[src/rtl/latency_lock.sv]
// latency_lock: histograms one-hot loop-delay flags over a fixed window and
// reports the dominant loop latency, a lock indication and the miss count.
module latency_lock #(
  parameter int SETTLE = 6,
  parameter int WINDOW = 64,
  parameter int CNT_W  = 7,
  parameter int THRESH = 48
) (
  input  logic             i_clk,
  input  logic             i_rst,
  input  logic             i_start,
  input  logic [3:0]       i_diff,
  output logic             o_busy,
  output logic             o_done,
  output logic             o_valid,
  output logic [1:0]       o_lat,
  output logic             o_locked,
  output logic [CNT_W-1:0] o_count,
  output logic [CNT_W-1:0] o_miss
);

  localparam int               SET_W    = (SETTLE > 1) ? $clog2(SETTLE) : 1;
  localparam logic [SET_W-1:0] SET_LOAD = (SETTLE > 0) ? SET_W'(SETTLE - 1) : '0;
  localparam logic [CNT_W-1:0] WIN_LOAD = CNT_W'(WINDOW - 1);
  localparam logic [CNT_W-1:0] THRESH_C = CNT_W'(THRESH);

  typedef enum logic [2:0] {
    S_IDLE,
    S_SETTLE,
    S_MEASURE,
    S_EVAL,
    S_DONE
  } state_t;

  state_t           state;
  logic [SET_W-1:0] settle_tmr;
  logic [CNT_W-1:0] win_tmr;
  logic [CNT_W-1:0] miss_cnt;
  logic [CNT_W-1:0] bucket [4];
  logic [1:0]       best_idx;
  logic [CNT_W-1:0] best_cnt;

  // Strict greater-than keeps the lowest index on ties (shortest latency wins).
  always_comb begin
    best_idx = 2'd0;
    best_cnt = bucket[0];
    for (int i = 1; i < 4; i++) begin
      if (bucket[i] > best_cnt) begin
        best_idx = 2'(i);
        best_cnt = bucket[i];
      end
    end
  end

  always_ff @(posedge i_clk or posedge i_rst) begin
    if (i_rst) begin
      state      <= S_IDLE;
      settle_tmr <= '0;
      win_tmr    <= '0;
      miss_cnt   <= '0;
      for (int i = 0; i < 4; i++) bucket[i] <= '0;
      o_busy     <= 1'b0;
      o_done     <= 1'b0;
      o_valid    <= 1'b0;
      o_lat      <= 2'd0;
      o_locked   <= 1'b0;
      o_count    <= '0;
      o_miss     <= '0;
    end else begin
      o_done <= 1'b0;
      case (state)
        S_IDLE, S_DONE: begin
          if (i_start) begin
            for (int i = 0; i < 4; i++) bucket[i] <= '0;
            miss_cnt   <= '0;
            o_valid    <= 1'b0;
            o_locked   <= 1'b0;
            o_lat      <= 2'd0;
            o_count    <= '0;
            o_miss     <= '0;
            settle_tmr <= SET_LOAD;
            win_tmr    <= WIN_LOAD;
            o_busy     <= 1'b1;
            state      <= (SETTLE == 0) ? S_MEASURE : S_SETTLE;
          end
        end
        S_SETTLE: begin
          if (settle_tmr == '0) state <= S_MEASURE;
          else                  settle_tmr <= settle_tmr - SET_W'(1);
        end
        S_MEASURE: begin
          // Anything that is not exactly one-hot counts as a miss.
          case (i_diff)
            4'b0001: bucket[0] <= bucket[0] + CNT_W'(1);
            4'b0010: bucket[1] <= bucket[1] + CNT_W'(1);
            4'b0100: bucket[2] <= bucket[2] + CNT_W'(1);
            4'b1000: bucket[3] <= bucket[3] + CNT_W'(1);
            default: miss_cnt  <= miss_cnt + CNT_W'(1);
          endcase
          if (win_tmr == '0) state <= S_EVAL;
          else               win_tmr <= win_tmr - CNT_W'(1);
        end
        S_EVAL: begin
          o_lat    <= best_idx;
          o_count  <= best_cnt;
          o_miss   <= miss_cnt;
          o_locked <= (best_cnt >= THRESH_C);
          o_valid  <= 1'b1;
          o_done   <= 1'b1;
          o_busy   <= 1'b0;
          state    <= S_DONE;
        end
        default: state <= S_IDLE;
      endcase
    end
  end

endmodule

[config.mk]
export PLATFORM = sky130hd
export DESIGN_NAME = latency_lock
export DESIGN_NICKNAME = d
export VERILOG_FILES = /design/src/rtl/latency_lock.sv
export SDC_FILE = /design/constraint.sdc
export NUM_CORES = 1
export LEC_CHECK = 0
export CAP_MARGIN = 20
export CORE_MARGIN = 3
export CORE_UTILIZATION = 60
export CTS_BUF_LIST = sky130_fd_sc_hd__clkbuf_8
export DETAILED_ROUTE_END_ITERATION = 16
export GPL_TIMING_DRIVEN = 1
export HOLD_SLACK_MARGIN = 0.05
export PLACE_DENSITY = 0.81
export SLEW_MARGIN = 40
export SYNTH_ARGS = -nofsm -noshare
export SYNTH_HDL_FRONTEND = slang
export SYNTH_SLANG_ARGS = --single-unit
[constraint.sdc]
create_clock -name i_clk -period 4.85 [get_ports i_clk]
set_input_delay 1.2125 -clock i_clk [delete_from_list [all_inputs] [get_ports i_clk]]
set_output_delay 1.2125 -clock i_clk [all_outputs]
set_load 0.05 [all_outputs]
==> metrics <==
hold violation count in the final report=0; Reg2Reg Depth=20; post-layout minimum cycle time=4.601 ns; status=finished clean; area share of the largest cell type after synthesis=0.4349; die height=86.75 um; maximum clock frequency=0.2174 GHz; net count after synthesis=456; unrepaired setup endpoints after global routing=no; fraction of registers with async set or reset after synthesis=1.000; FF+latch area=1702 sq um; total number of H-tree levels=3; kind of critical path=reg -> reg; global-route wire length before repair=13980 um; arrival time at the worst endpoint=4.87 ns; footprint of the multi-input gates=2097 sq um; number of DRC markers in iteration 0=183; initial standard-cell utilization of the core=0.6382; commonest cells after routing, fill and taps aside=68 x sky130_fd_sc_hd__dfrtp_1, 46 x sky130_fd_sc_hd__nand2_1, 45 x sky130_fd_sc_hd__nor2_1; most common cell after layout, fill and taps aside=sky130_fd_sc_hd__dfrtp_1; series of cell instances along the critical path=ha_1 > nand4_1 > or2_4 > o21a_2 > buf_4 > nor2_1 > a21oi_1 > ha_1 > nand4_1 > a21o_1 > o2bb2ai_4 > o221a_2 > or2_2 > ha_1 > nand4_1 > a21oi_2 > nor2_2 > or3_1 > o31a_1 > o2111ai_2; cell area reported after detailed placement=4259 sq um; DRC Markers=0; IO Count=27; mean number of vias per cell=5.831; clock input transition at the sequential cells of the worst setup and hold paths=0.08 ns; Yosys Warn Count=0; setup slack of the worst register-to-register path=0.25 ns; maximum number of pins on one net before global-route repair=42; post-detailed-route wirelength per cell=15.34 um; slew at the pin closest to its max-slew limit=0.6224 ns; ant diodes=0; CP max stage delay=0.44 ns; post-synthesis cell type count=50; Row Count=28; worst hold slack=0.4722 ns; Setup Skew=0.009828 ns; number of antenna violations at the first check in global routing=0; nature of the critical path startpoint=register; Post-Syn Area=3913 sq um; average footprint of a synthesized cell=9.338 sq um; number of filler instances in the final layout=466; area added between synthesis and finish=14.77%; # Max-Cap Violations=0; pins over their slew limit=0; wire length after detailed routing=8147 um; startpoint of the lowest-slack hold path=o_count[5]; CTS max path bufs=2; total number of clock tree sinks=68; Total Negative Setup Slacks=0 ns; Reg2Reg Capture Point=o_locked; first-pass detailed-route iteration total=4; peak supply drop=0.3759 mV; cell total after placement=515; largest area contributor in the netlist=sky130_fd_sc_hd__dfrtp_1; power per unit of standard cell area=547.0 nW/um^2; Core Box Area=6131 sq um; DR vias=3096; beginning of the critical path=bucket[19]; number of synthesized flops with an enable pin=0; leftover overflow at the end of global routing=0; flip-flop and latch count after synthesis=68; startpoint of the worst-slack reg-to-reg timing path=bucket[19]; primary flip-flop cell chosen by synthesis mapping=sky130_fd_sc_hd__dfrtp_1; sequential fraction of the synthesis area=0.4349; number of global-route vias before repair=3021; number of buffers created by CTS=9; Routability Congestion=0.9502; Final Cell Area=4491 sq um; worst-path cell with the longest stage delay=sky130_fd_sc_hd__dfrtp_1; Worst Hold Class=reg -> reg; Critical Path Sink=o_locked; DP Wirelength=5918 um; Final Instance Count excl. Fillers=531; utilization after layout=0.7324; overall global routing resource usage=0.2372; buffers inserted by post-CTS timing repair=0; Net count, final=488; post-route antenna net violation count=0; TritonCTS clock tree=done; count of buffers inserted at the top-level ports=26; Worst Setup End Kind=register; count of hold-fix buffers inserted at cts=0; leading post-synthesis cells by cell area=sky130_fd_sc_hd__dfrtp_1 43%, sky130_fd_sc_hd__ha_1 9.6%, sky130_fd_sc_hd__xor2_1 4.7%; cell count after synthesis=419; Root Driver=sky130_fd_sc_hd__clkbuf_8; leakage dissipation=2.092 nW; Die Footprint=7526 sq um; portion of the clock cycle consumed by the worst path in the final layout=0.9486; tightest slew margin relative to the limit=0.5812; Finish-stage setup viols=0; Crit Path Max Fanout=13; share of layout cells above drive strength 1=0.09868; data required time of the worst path=5.12 ns; source-to-sink clock delay at the later pin of the worst-skew pair=0.35 ns; die boundary width=86.75 um
[per-layer routing]
metal / up-vias / part of all wire / GRT usage
met4: 0 / 0.016 / 0.07365
met5: - / 0 / 0
met1: 1498 / 0.47 / 0.3097
met2: 55 / 0.48 / 0.3957
met3: 13 / 0.032 / 0.05038
li1: 1530 / - / -
[cells in the mapped netlist, drive strengths merged (4+ instances only)]
cell     n
xor2    21
clkbuf  10
nand2   46
dfrtp   68
a21o     5
o21ai   23
nand4   12
mux2i    7
a21oi   25
a22o     6
and2     7
nand3b   8
xnor2    7
or3      4
a31oi    4
ha      30
nor2    47
or2      6
and3     8
nand3   22
inv     23
[kinds of logic (layout without fill, tap and decap cells)]
group	count (synthesis)	in the layout	share of synthesized area
AOI/OAI and AO/OA	80	80	0.1366
DFF	68	68	0.4349
adders and majority gates	30	30	0.09594
muxes	8	8	0.02079
xor gates and xnor gates	28	28	0.06268
and+or+nand+nor	170	170	0.2117
buffers and inverters	35	72	0.03742
[per-stage QoR]
step           worst slack [ns]  power (mW)
2_1_floorplan            0.5261       1.624
3_3_place_gp             0.2025       1.868
3_5_place_dp            0.02435       1.900
4_1_cts                  0.2130       2.383
5_1_grt                0.008466       2.622
6_report                 0.2493       2.456
[state kept, by name, summed over array words and instances, names as in the netlist]
signal / count
o_locked: 1
o_valid: 1
settle_tmr: 3
o_lat: 2
o_busy: 1
o_miss: 7
win_tmr: 7
bucket: 28
o_done: 1
miss_cnt: 7
o_count: 7
state: 3
[critical path, delay by kind of cell (launching register included)]
kind	cells	cell delay [ns]
AND/OR/NAND/NOR	8	1.59
flip-flops	1	0.44
AO/OA/AOI/OAI	8	1.38
buffers and inverters	1	0.16
adder cells (fa/ha/maj)	3	0.94
[worst min path at each step]
stage                      end  slack [ns]  cells past startpoint
detailed placement  o_count[5]        0.46                      2
finish              o_count[5]        0.47                      2
global route            o_busy        0.50                      2
CTS                 o_count[5]        0.48                      2
floorplan             state[1]        0.44                      1
global placement    o_count[5]        0.45                      2
[cell type report]
type / count / share of cell area
multi-input combinational: 316 / 0.4670
inverter: 23 / 0.01923
clock buffer: 9 / 0.02758
timing repair buffer: 33 / 0.06966
tap: 75 / 0.02090
sequential: 68 / 0.3789
clock inverter: 7 / 0.01672
[power breakdown]
| part | switching, mW | internal [mW] |
|---|---|---|
| clock | 0.230 | 0.240 |
| combinational | 0.817 | 0.464 |
| sequential | 0.0614 | 0.644 |
| total | 1.11 | 1.35 |
[timing repair]
action	CTS	global route
pin swaps	0	0
setup endpoints to repair	1	7
resized for setup	1	8
No activity file was read; power rests on OpenSTA's default activity.
